--- src/rtl/i2s_rx_core.sv ---
// I2S receiver: synchronizes SCLK/LRCLK/SDIN into FCLK, deserializes stereo frames
// and presents them on a valid/ready output. Define I2S_RX_OVERRUN_CNT_EN to add overrunCnt.
module i2s_rx_core #(
  parameter int DW   = 24,
  parameter int SLOT = 32
) (
  input  logic          FCLK,
  input  logic          Reset,
  input  logic          SCLK,
  input  logic          LRCLK,
  input  logic          SDIN,
  input  logic          outReady,
  output logic          outValid,
  output logic [DW-1:0] outL,
  output logic [DW-1:0] outR,
  output logic          overrun,
  output logic          frameErr
`ifdef I2S_RX_OVERRUN_CNT_EN
  ,
  output logic [7:0]    overrunCnt
`endif
);

  localparam int CW = $clog2(SLOT + 1);
  localparam logic [CW-1:0] DW_C   = CW'(DW);
  localparam logic [CW-1:0] SLOT_C = CW'(SLOT);

  typedef enum logic [1:0] {HUNT, LEFT, RIGHT} StateT;

  StateT         state, stateNext;
  logic [1:0]    sclkSync, lrSync, sdSync;
  logic          sclkPrev, lrPrev;
  logic          sclkRise, wsChange;
  logic [CW-1:0] bitCnt, bitCntNext;
  logic [DW-1:0] shiftReg, holdL;
  logic          holdLoad, frameDone, slotErr;

  // Two-flop synchronizers plus a delayed SCLK copy for rising-edge detection
  always_ff @(posedge FCLK) begin
    if (Reset) begin
      sclkSync <= '0;
      lrSync   <= '0;
      sdSync   <= '0;
      sclkPrev <= 1'b0;
    end else begin
      sclkSync <= {sclkSync[0], SCLK};
      lrSync   <= {lrSync[0], LRCLK};
      sdSync   <= {sdSync[0], SDIN};
      sclkPrev <= sclkSync[1];
    end
  end

  assign sclkRise = sclkSync[1] & ~sclkPrev;
  assign wsChange = sclkRise && (lrSync[1] != lrPrev);

  always_comb begin
    bitCntNext = bitCnt;
    if (wsChange)
      bitCntNext = '0;
    else if (bitCnt != SLOT_C)
      bitCntNext = bitCnt + CW'(1);
  end

  // Bit position 0 is the previous word's trailing bit; positions 1..DW carry MSB..LSB
  always_ff @(posedge FCLK) begin
    if (Reset) begin
      lrPrev   <= 1'b0;
      bitCnt   <= '0;
      shiftReg <= '0;
    end else if (sclkRise) begin
      lrPrev <= lrSync[1];
      bitCnt <= bitCntNext;
      if (bitCntNext != '0 && bitCntNext <= DW_C)
        shiftReg <= (shiftReg << 1) | DW'(sdSync[1]);
    end
  end

  always_ff @(posedge FCLK) begin
    if (Reset)
      state <= HUNT;
    else
      state <= stateNext;
  end

  always_comb begin
    stateNext = state;
    holdLoad  = 1'b0;
    frameDone = 1'b0;
    slotErr   = 1'b0;
    if (wsChange) begin
      case (state)
        HUNT: begin
          if (!lrSync[1])
            stateNext = LEFT;
        end
        LEFT: begin
          if (bitCnt < DW_C) begin
            slotErr   = 1'b1;
            stateNext = HUNT;
          end else begin
            holdLoad  = 1'b1;
            stateNext = RIGHT;
          end
        end
        RIGHT: begin
          if (bitCnt < DW_C) begin
            slotErr   = 1'b1;
            stateNext = HUNT;
          end else begin
            frameDone = 1'b1;
            stateNext = LEFT;
          end
        end
        default: stateNext = HUNT;
      endcase
    end
  end

  always_ff @(posedge FCLK) begin
    if (Reset)
      holdL <= '0;
    else if (holdLoad)
      holdL <= shiftReg;
  end

  // A completed frame replaces the output only if the slot is empty or being consumed now
  always_ff @(posedge FCLK) begin
    if (Reset) begin
      outValid <= 1'b0;
      outL     <= '0;
      outR     <= '0;
      overrun  <= 1'b0;
      frameErr <= 1'b0;
    end else begin
      overrun  <= 1'b0;
      frameErr <= slotErr;
      if (frameDone) begin
        if (!outValid || outReady) begin
          outL     <= holdL;
          outR     <= shiftReg;
          outValid <= 1'b1;
        end else begin
          overrun <= 1'b1;
        end
      end else if (outValid && outReady) begin
        outValid <= 1'b0;
      end
    end
  end

`ifdef I2S_RX_OVERRUN_CNT_EN
  always_ff @(posedge FCLK) begin
    if (Reset)
      overrunCnt <= '0;
    else if (overrun && overrunCnt != 8'hFF)
      overrunCnt <= overrunCnt + 8'd1;
  end
`endif

endmodule

--- config.mk ---
export PLATFORM = sky130hd
export DESIGN_NAME = i2s_rx_core
export DESIGN_NICKNAME = d
export VERILOG_FILES = /design/src/rtl/i2s_rx_core.sv
export SDC_FILE = /design/constraint.sdc
export NUM_CORES = 1
export LEC_CHECK = 0
export CAP_MARGIN = 10
export CORE_UTILIZATION = 58
export DETAILED_ROUTE_END_ITERATION = 8
export PLACE_DENSITY = 0.82
export SETUP_SLACK_MARGIN = 0.1
export SLEW_MARGIN = 40
export SYNTH_ARGS = -nofsm -noshare
export SYNTH_HDL_FRONTEND = slang
export SYNTH_SLANG_ARGS = --single-unit
export TNS_END_PERCENT = 5
--- constraint.sdc ---
create_clock -name FCLK -period 4 [get_ports FCLK]
set_clock_uncertainty 0.1 [all_clocks]
set_input_delay 1.2 -clock FCLK [delete_from_list [all_inputs] [get_ports FCLK]]
set_output_delay 1.2 -clock FCLK [all_outputs]
set_load 0.05 [all_outputs]
# Yosys cells after proc, flatten, opt, wreduce, memory -nomap -nowiden
# Index checks and enable logic that the tools add are counted.
[totals]
in_bits = 6
output_inout_bits = 51
reg_bits = 115
elab_cells = 60
[op_classes]
reduce_logical = 15
n_eq_ne = 6
n_bitwise = 6
addsub = 1
muxes = 16
n_lt_le_gt_ge = 2
[ops]
columns = ["cell", "count"]
rows = [
  ["OR 24 x 1 -> 24 bit", 1],
  ["two-way mux 6 bit", 2],
  ["two-way mux 1 bit", 11],
  ["AND reduction 2 bit", 4],
  ["adder 6 x 1 -> 6 bit (second input constant)", 1],
  ["less-or-equal comparator 6 x 5 -> 1 bit (second input constant)", 1],
  ["< comparator 6 x 5 -> 1 bit (second input constant)", 1],
  ["inequality test 6 bit (second input constant)", 1],
  ["case mux 2 bit (3 select lines)", 1],
  ["nonzero test 6 bit", 1],
  ["two-way mux 2 bit", 2],
  ["inverter 1 bit", 4],
  ["OR reduction 2 bit", 2],
  ["logical AND 1 bit", 3],
  ["OR reduction 3 bit", 1],
  ["equality test 2 x 1 -> 1 bit (second input constant)", 1],
  ["equality test 2 bit (second input constant)", 1],
  ["zero test 2 bit", 1],
  ["inequality test 2 x 1 -> 1 bit (second input constant)", 1],
  ["inequality test 2 bit (second input constant)", 1],
  ["nonzero test 2 bit", 1],
  ["bitwise AND 1 bit", 1],
  ["zero test 1 bit", 1],
  ["logical OR 1 bit", 1],
  ["inequality test 1 bit", 1],
]

# Depth between registers and ports, before layout
# Gate-level depths: netlist of the first run.
[depth]
ltp_word = 7
ltp_mapped = 9
depth_no_buf = 7

# Least setup slack after synthesis of the first run
# Ideal clock, no wire load.
[synth_timing]
path_kind = "in2reg"
start = "input port Reset"
end = "register bitCnt[0]"
path_slack_ps = 1794
path_buffers = 3
required_time_ps = 3772
setup_ps = 128
arrival_time_ps = 1978
cell_stages = 4
cell_sequence = "clkbuf_1 clkbuf_1 clkbuf_1 nor2_1"
[synth_rtl]
columns = ["element", "line", "source"]
rows = [
  ["from (decl)", "8", "input logic Reset,"],
  ["to (signal assigned)", "72", "bitCnt <= bitCntNext;"],
  ["to (decl)", "34", "logic [CW-1:0] bitCnt, bitCntNext;"],
]
# No word-level cell between the ends.

# Worst setup path after layout of the first run
[layout_timing]
start = "register outL[6]"
end = "output port outL[6]"
[layout_rtl]
columns = ["element", "line", "source"]
rows = [
  ["from (decl)", "14", "output logic [DW-1:0] outL,"],
  ["from (signal assigned)", "139", "outL <= holdL;"],
]
# No word-level cell between the ends.

==> run metrics, run 1 <==
number of global-route vias before repair 3170; Post-CTS Hold Buffers 0; slowest CP cell clkdlybuf4s50_1; Die Area 7770 um2; sequential-to-total area share from yosys stat 53.5%; number of buffers and inverters on the critical path 1; relative slew slack 61.5%; GP Congestion 0.835; Crit path largest cell delay 0.83 ns; critical path class flip-flop to output port; Total Wirelength 9390 um; Crit Path Max Fanout 2; row count 31; Tmin final 2.98 ns; Reg clk slew, reported paths 0.06 ns; DRT antenna net count 0; syn nets 504; Vias 3440; drc violations 0; die height 88.1 um; top-level port count 57; Max Slew Vio Count 0; H-tree levels 4; RSZ-0062 raised after global routing no; DPL Wire Length 5180 um; detailed router's first-iteration violation count 175; Post-Syn Area 4300 um2; fin nets 551; layout cell share with drive strength beyond 1 8.15%; Cells after Synth 492; fin crit share 74.5%; post-CTS setup buffer count 0; global-route wire length before repair 14700 um; Top Family by Delay on Critical Path buffers and inverters; largest net degree at the start of global routing 53; Synth Warn # 0; WP data arrival 1.68 ns; most common library cell in the layout ignoring fill and taps nand2_1; Worst Tran Pin Value 0.577 ns; status completed; Final setup viols 0; core area 7210 um2; f_max 0.336 GHz; Sink Count 115; type of origin of the critical path flip-flop; CTS Buffer Depth 2; Final Hold Vio Count 0; cell chosen for the clock root clkbuf_8; # port buffers 56; FF+latch count, synth 115; Critical Path, Cell by Cell clkdlybuf4s50_1; Routed WL per cell 14.4 um; vias per inst 5.28; drt first pass iters 4; Initial Util 59.7%; Synth Area per Inst 8.75 um2; CP Data Required Time 2.70 ns; Leakage 0.00185 uW; HP Class flip-flop to flip-flop; total CTS buffers 17; Remaining Overflow, GRT 0; Worst Setup End Kind output port; initial antenna violation count 0; Total Routing Usage GR 25.3%; distinct cell type count after synthesis 33; commonest cells after routing, fill and taps aside nand2_1, dfxtp_1, a21oi_1; WHS 0.343 ns; antenna cells 0; Setup TNS 0 ns; VDD IR max 0.000326 V; Area Growth Syn to Fin 27.4%; CTS resizes 0; max-cap violation count 0; CTS tree done; Die Wd 88.1 um; power per cell area 508 nW/um2; Worst-Skew Late Latency 0.51 ns
synth_stat cells:
cell         n  area, um2
nand2_1    153        574
buf_12       2       40.0
inv_1        6       22.5
a21o_2       1       8.76
clkbuf_1    16       60.1
and4_1       1       8.76
a22oi_1      1       7.51
a32oi_1      1       8.76
xnor2_1      3       26.3
xor2_1       3       26.3
o22ai_2      1       12.5
buf_6        1       11.3
ha_1         6       75.1
and3_1       2       12.5
nand4_1      1       6.26
o21ai_0      1       5.00
or3_1        2       12.5
nand3_1      3       15.0
nand2b_1    29        181
nor2_2       1       6.26
nand4bb_2    1       16.3
dfxtp_1    115       2300
mux2i_1     26        260
buf_2        9       45.0
o31ai_1      1       7.51
nor2b_1      9       56.3
nor4_1       2       12.5
nor2_1       8       30.0
buf_4        4       30.0
nor3_1       3       15.0
nand4b_1     1       8.76
a21oi_1     78        390
a211o_1      1       8.76
where the power goes:
part / total, uW / internal [uW] / switching, uW
logic: 48.5 / 19.1 / 29.4
registers: 1150 / 1150 / 2.48
clock network: 1580 / 1030 / 549
worst register-to-register path: stages, from the launching register on:
cell and delay (ns):
dfxtp_1 0.41, ha_1 0.27, nand3_1 0.11, xor2_1 0.21, a211o_1 0.13, and4_1 0.19
buf_4 0.37, mux2i_1 0.28
per-stage QoR:
step | worst slack [ns] | util [%] | total power [uW] | area (um2) | instances
floorplan | 1.79 | - | 1220 | 4300 | 492
global placement | 1.08 | 67.1 | 1220 | 4840 | 619
detailed placement | 1.07 | 67.2 | 1220 | 4850 | 619
CTS | 0.992 | 76.0 | 2800 | 5480 | 651
global route | 0.972 | 76.0 | 2860 | 5480 | 651
finish | 1.02 | 76.0 | 2780 | 5480 | 651
cell type report:
class | instances | area [um2]
fillers | 492 | 1730
multi-input cells | 339 | 1810
flip-flops and latches | 115 | 2300
repair buffers | 60 | 588
clock buffers | 18 | 428
clock inverters | 14 | 203
well taps | 99 | 124
inverters | 6 | 22.5
state kept, by name, summed over array words and instances (netlist names):
register / cells
outValid: 1
sclkPrev: 1
state: 2
shiftReg: 24
lrSync: 2
bitCnt: 6
frameErr: 1
outL: 24
lrPrev: 1
overrun: 1
sdSync: 2
sclkSync: 2
outR: 24
holdL: 24
path summary, 6_finish.rpt:
| path | to | from | slack [ns] | cells past startpoint |
|---|---|---|---|---|
| worst max-delay path | outL[6] | outL[6] | 1.02 | 1 |
| worst max register to register | shiftReg[9] | bitCnt[0] | 1.85 | 7 |
| worst min register to register | sclkSync[1] | sclkSync[0] | 0.34 | 1 |
| worst min-delay path | sclkSync[1] | sclkSync[0] | 0.34 | 1 |
layer usage:
metal	part of all wire [%]	global-route usage [%]	vias up
met4	1.6	10.9	0
met2	51	43.3	90
li1	-	-	1704
met3	4.4	7.54	15
met1	43	29.4	1631
met5	0	0	-
cells by family after synthesis:
group	Yosys count	share of synthesized area (%)
buf+inv	38	4.85
fa+ha+maj	6	1.74
compound gates	85	10.4
xor+xnor	6	1.22
simple gates	216	22.2
mux	26	6.05
flops	115	53.5
Note: power is estimated with default switching activity, not from simulation.
==> inputs of run 2 (changes only) <==
CORE_UTILIZATION = 54   (was 58)
PLACE_DENSITY = 0.77   (was 0.82)
clock period = 2.8 ns   (was 4 ns; I/O delays follow)
==> run 2 against run 1 <==
  * Die area is 7.2% higher
  * Non-clock buffer count is 5 higher
  * Via count grew 1.5%
  * Combinational power increased by 46%
  * Global-route usage down 2.0 points
  * Worst hold slack improved by 0.0065 ns
  * Sequential share of layout area barely moved
  * Power increased by 36%
  * Sequential cell count unchanged
  * First-iteration DRC count fell by 4.6%
  * Critical path type unchanged
==> run metrics, run 2 (same netlist as run 1, synthesis figures left out) <==
f_max 0.382 GHz; largest net degree at the start of global routing 67 (+26%); die height 91.3 um (+3.6%); Remaining Overflow, GRT 0 (unchanged); type of origin of the critical path flip-flop; Area Growth Syn to Fin 27.5%; fin nets 556 (+0.91%); Worst-Skew Late Latency 0.50 ns (about the same); relative slew slack 59.4% (-2.1 points); dpl cells 627 (+1.3%); cell chosen for the clock root clkbuf_8; VDD IR max 0.000422 V (+30%); Setup TNS 0 ns (unchanged); Initial Util 55.7% (-4.0 points); Vias 3491 (+1.5%); critical path class flip-flop to output port; total CTS buffers 17 (unchanged); slowest CP cell clkdlybuf4s50_1; number of global-route vias before repair 3408 (+7.5%); CTS tree done; Leakage 0.00187 uW (+1.1%); DPL Wire Length 5400 um (+4.2%); most common library cell in the layout ignoring fill and taps nand2_1; post-CTS setup buffer count 0 (unchanged); Total Routing Usage GR 23.3% (-2.0 points); GP Congestion 0.773 (-7.4%); Die Area 8330 um2 (+7.2%); Die Wd 91.3 um (+3.6%); CP Data Required Time 1.86 ns (-0.84 ns); core area 7730 um2 (+7.1%); vias per inst 5.31 (+0.56%); drt first pass iters 4 (unchanged); global-route wire length before repair 15400 um (+5.1%); Post-CTS Hold Buffers 0 (unchanged); Final setup viols 0 (unchanged); post-route cell area 5490 um2 (+0.11%); H-tree levels 4 (unchanged); status completed; Crit path largest cell delay 0.82 ns (about the same); Final Hold Vio Count 0 (unchanged); number of buffers and inverters on the critical path 1 (unchanged); dpl cell area 4910 um2 (+1.1%); RSZ-0062 raised after global routing no; Worst Setup End Kind output port; Worst Tran Pin Value 0.609 ns (+0.0315 ns); final non-filler cell total 657 (+0.92%); detailed router's first-iteration violation count 167 (-4.6%); antenna cells 0 (unchanged); commonest cells after routing, fill and taps aside nand2_1, dfxtp_1, a21oi_1; Tmin final 2.62 ns; fin crit share 93.6%; power per cell area 688 nW/um2 (+35%); layout cell share with drive strength beyond 1 8.11% (-0.044 points); Reg clk slew, reported paths 0.05 ns (about the same); Crit Path Max Fanout 2 (unchanged); Total Wirelength 9040 um (-3.7%); top-level port count 57 (unchanged); row count 32 (+3.2%); Critical Path, Cell by Cell clkdlybuf4s50_1; WP data arrival 1.68 ns (about the same); # port buffers 56 (unchanged); CTS Buffer Depth 2 (unchanged); Top Family by Delay on Critical Path buffers and inverters; drc violations 0 (unchanged); Max Slew Vio Count 0 (unchanged); Routed WL per cell 13.8 um (-4.6%); DRT antenna net count 0 (unchanged); HP Class flip-flop to flip-flop; max-cap violation count 0 (unchanged); CTS resizes 0 (unchanged); initial antenna violation count 0 (unchanged); Sink Count 115 (unchanged)
run 2: cell count changes in the layout (fill, tap and decap cells not counted), moves of 2 or more:
cell / change
clkinv_2: +2
bufinv_16: -3
buf_12: +2
clkbuf_8: +8
inv_6: -2
buf_4: +3
clkinvlp_4: -4
clkinv_4: -4
run 2: stage by stage:
stage | hold WS [ns] | worst slack [ns] | util [%] | total power, uW
2_1_floorplan | 0.314 | 0.919 | - | 1740
3_3_place_gp | 0.321 | 0.538 | 63.5 | 1750
3_5_place_dp | 0.329 | 0.473 | 63.5 | 1750
4_1_cts | 0.351 | 0.158 | 71.0 | 3800
5_1_grt | 0.370 | 0.114 | 71.0 | 3870
6_report | 0.349 | 0.179 | 71.0 | 3770
run 2: worst reg2reg max path, stage by stage, from the launching register on:
cell and delay [ns]:
dfxtp_1 0.39, ha_1 0.27, nand3_1 0.12, xor2_1 0.24, a211o_1 0.14, and4_1 0.19, buf_4 0.38, mux2i_1 0.27
run 2: cell type report:
class	instances	area, um2
Tap cell	102	128
Clock inverter	3	40.0
Fill cell	596	2240
Clock buffer	27	542
Timing Repair Buffer	65	651
Multi-Input combinational cell	339	1800
Inverter	6	22.5
Sequential cell	115	2300
run 2: power by group:
group	internal, uW	switching (uW)
clock network	1380	679
registers	1640	3.53
logic	28.3	42.8
total	3050	726
run 2: per-layer routing:
metal	routed length [um]	global-route usage [%]	up-vias
met5	0	0	-
met4	104	7.80	0
met3	457	7.62	12
met2	4490	39.1	96
met1	3990	28.2	1679
li1	-	-	1704
run 2: path summary, 6_finish.rpt:
path,depth (start not counted),start,slack [ns],endpoint
max,1,outL[3],0.18,outL[3]
min,2,holdL[4],0.35,outL[4]
max reg2reg,7,bitCnt[0],0.63,shiftReg[21]
min reg2reg,2,holdL[4],0.35,outL[4]
==> inputs of run 3 (changes only) <==
CELL_PAD_IN_SITES_DETAIL_PLACEMENT = 0   (was unset)
CELL_PAD_IN_SITES_GLOBAL_PLACEMENT = 1   (was unset)
CORE_UTILIZATION = 41   (was 54)
PLACE_DENSITY = 0.78   (was 0.77)
==> run 3 against run 2 <==
  * Clock-buffer cell count down 9
  * Combinational power up 2%
  * Global-route usage down 6.1 points
  * Worst setup slack worse by 0.020 ns
  * Critical endpoint is now outL[10]
==> run metrics, run 3 (same netlist as run 1, synthesis figures left out) <==
Comb pwr share 1.8% (about the same); Final Hold Vio Count 0 (unchanged); vias per inst 4.77 (-10%); max-cap violation count 0 (unchanged); Area Growth Syn to Fin 29.9%; Critical Path, Cell by Cell clkdlybuf4s50_1; Leakage 0.00188 uW (+0.31%); Sink Count 115 (unchanged); top-level port count 57 (unchanged); cell chosen for the clock root clkbuf_8; Final setup viols 0 (unchanged); GP Congestion 0.732 (-5.4%); Total Routing Usage GR 17.2% (-6.1 points); critical path class flip-flop to output port; internal power 3200 uW (+5.0%); Remaining Overflow, GRT 0 (unchanged); type of origin of the critical path flip-flop; Reg clk slew, reported paths 0.05 ns (about the same); Seq pwr share 41.3% (-2.4 points); fin nets 556 (unchanged); number of global-route vias before repair 3213 (-5.7%); slowest CP cell clkdlybuf4s50_1; DPL Wire Length 5390 um (-0.21%); CTS tree done; P_sw 789 uW (+8.7%); CP Data Required Time 1.86 ns (about the same); global-route wire length before repair 15100 um (-2.4%); Initial Util 42.1% (-14 points); Worst-Skew Late Latency 0.50 ns (about the same); Crit path largest cell delay 0.84 ns (+0.02 ns); Worst Tran Pin Value 0.638 ns (+0.0287 ns); commonest cells after routing, fill and taps aside nand2_1, dfxtp_1, a21oi_1; power per cell area 714 nW/um2 (+3.8%); global route hottest layer met2; met3 Track Usage GR 5.76% (-1.9 points); Crit Path Max Fanout 2 (unchanged); row count 37 (+16%); RSZ-0062 raised after global routing no; core area 10200 um2 (+32%); WP data arrival 1.70 ns (+0.02 ns); fin crit share 94.3% (+0.71 points); relative slew slack 57.5% (-1.9 points); Routed WL per cell 12.4 um (-9.7%); Worst Setup End Kind output port; layout cell share with drive strength beyond 1 8.44% (+0.33 points); DRT antenna net count 0 (unchanged); VDD IR max 0.000446 V (+5.8%); met1 usage 22.3% (-5.9 points); Total Wirelength 8620 um (-4.7%); H-tree levels 4 (unchanged); Setup TNS 0 ns (unchanged); sw frac 19.8% (+0.54 points); # port buffers 56 (unchanged); drt first pass iters 4 (unchanged); total CTS buffers 17 (unchanged); HP Start sclkSync[0]; f_max 0.379 GHz (-0.76%); Die Area 10900 um2 (+31%); Max Slew Vio Count 0 (unchanged); die height 104 um (+14%); status completed; met2 GRT Util 26.8% (-12 points); HP Class flip-flop to flip-flop; initial antenna violation count 0 (unchanged); Top Family by Delay on Critical Path buffers and inverters; antenna cells 0 (unchanged); largest net degree at the start of global routing 69 (+3.0%); Tmin final 2.64 ns (+0.0200 ns); drc violations 0 (unchanged); dpl ws 0.483 ns (+0.0102 ns); CTS Buffer Depth 2 (unchanged); post-CTS setup buffer count 0 (unchanged); Worst Setup SP outL[10]; CTS resizes 0 (unchanged); most common library cell in the layout ignoring fill and taps nand2_1; detailed router's first-iteration violation count 112 (-33%); number of buffers and inverters on the critical path 1 (unchanged); clock network fraction of total power 56.9% (+2.4 points); Die Wd 104 um (+14%); Worst R2R Start sclkPrev; Vias 3306 (-5.3%); Post-CTS Hold Buffers 0 (unchanged); final worst slack 0.159 ns (-0.0200 ns)
[run 3: cell types whose count changed in the layout (fill, tap and decap cells not counted)]
cell	change
clkbuf_8	-9
clkinv_4	+1
clkinvlp_4	+5
buf_4	-1
clkinv_2	+1
bufinv_16	+4
buf_12	+1
[run 3: per-layer routing]
layer / vias to the layer above / part of all wire, %
met4: 0 / 1.1
li1: 1719 / -
met1: 1524 / 50
met2: 54 / 45
met3: 9 / 3.8
met5: - / 0
[run 3: cell type report]
| cell class | instances | area (um2) |
|---|---|---|
| Fill cell | 943 | 4640 |
| Sequential cell | 115 | 2300 |
| Multi-Input combinational cell | 339 | 1800 |
| Timing Repair Buffer | 65 | 663 |
| Clock buffer | 18 | 418 |
| Clock inverter | 14 | 211 |
| Tap cell | 136 | 170 |
| Inverter | 6 | 22.5 |
[run 3: path summary, 6_finish.rpt]
| kind | endpoint | slack (ns) | cells past startpoint |
|---|---|---|---|
| worst min register to register | sclkSync[1] | 0.34 | 1 |
| worst min-delay path | sclkSync[1] | 0.34 | 1 |
| worst max register to register | holdL[21] | 0.64 | 6 |
| worst max-delay path | outL[10] | 0.16 | 1 |
[run 3: power groups by stage]
stage                     logic, uW  clock network, uW  registers (uW)
after global routing           80.3               2400            1650
after floorplan                58.7                  0            1680
after global placement         72.9                  0            1680
final                          72.7               2270            1650
after detailed placement       73.5                  0            1680
after CTS                      73.6               2320            1650
[run 3: stage by stage]
| step | util, % | power (uW) | instances | hold WS, ns | cell area, um2 |
|---|---|---|---|---|---|
| 2_1_floorplan | - | 1740 | 492 | 0.314 | 4300 |
| 6_report | 54.6 | 3990 | 693 | 0.342 | 5590 |
| 5_1_grt | 54.6 | 4130 | 693 | 0.360 | 5590 |
| 3_5_place_dp | 48.5 | 1760 | 661 | 0.333 | 4960 |
| 4_1_cts | 54.6 | 4040 | 693 | 0.350 | 5590 |
| 3_3_place_gp | 48.5 | 1750 | 661 | 0.318 | 4960 |
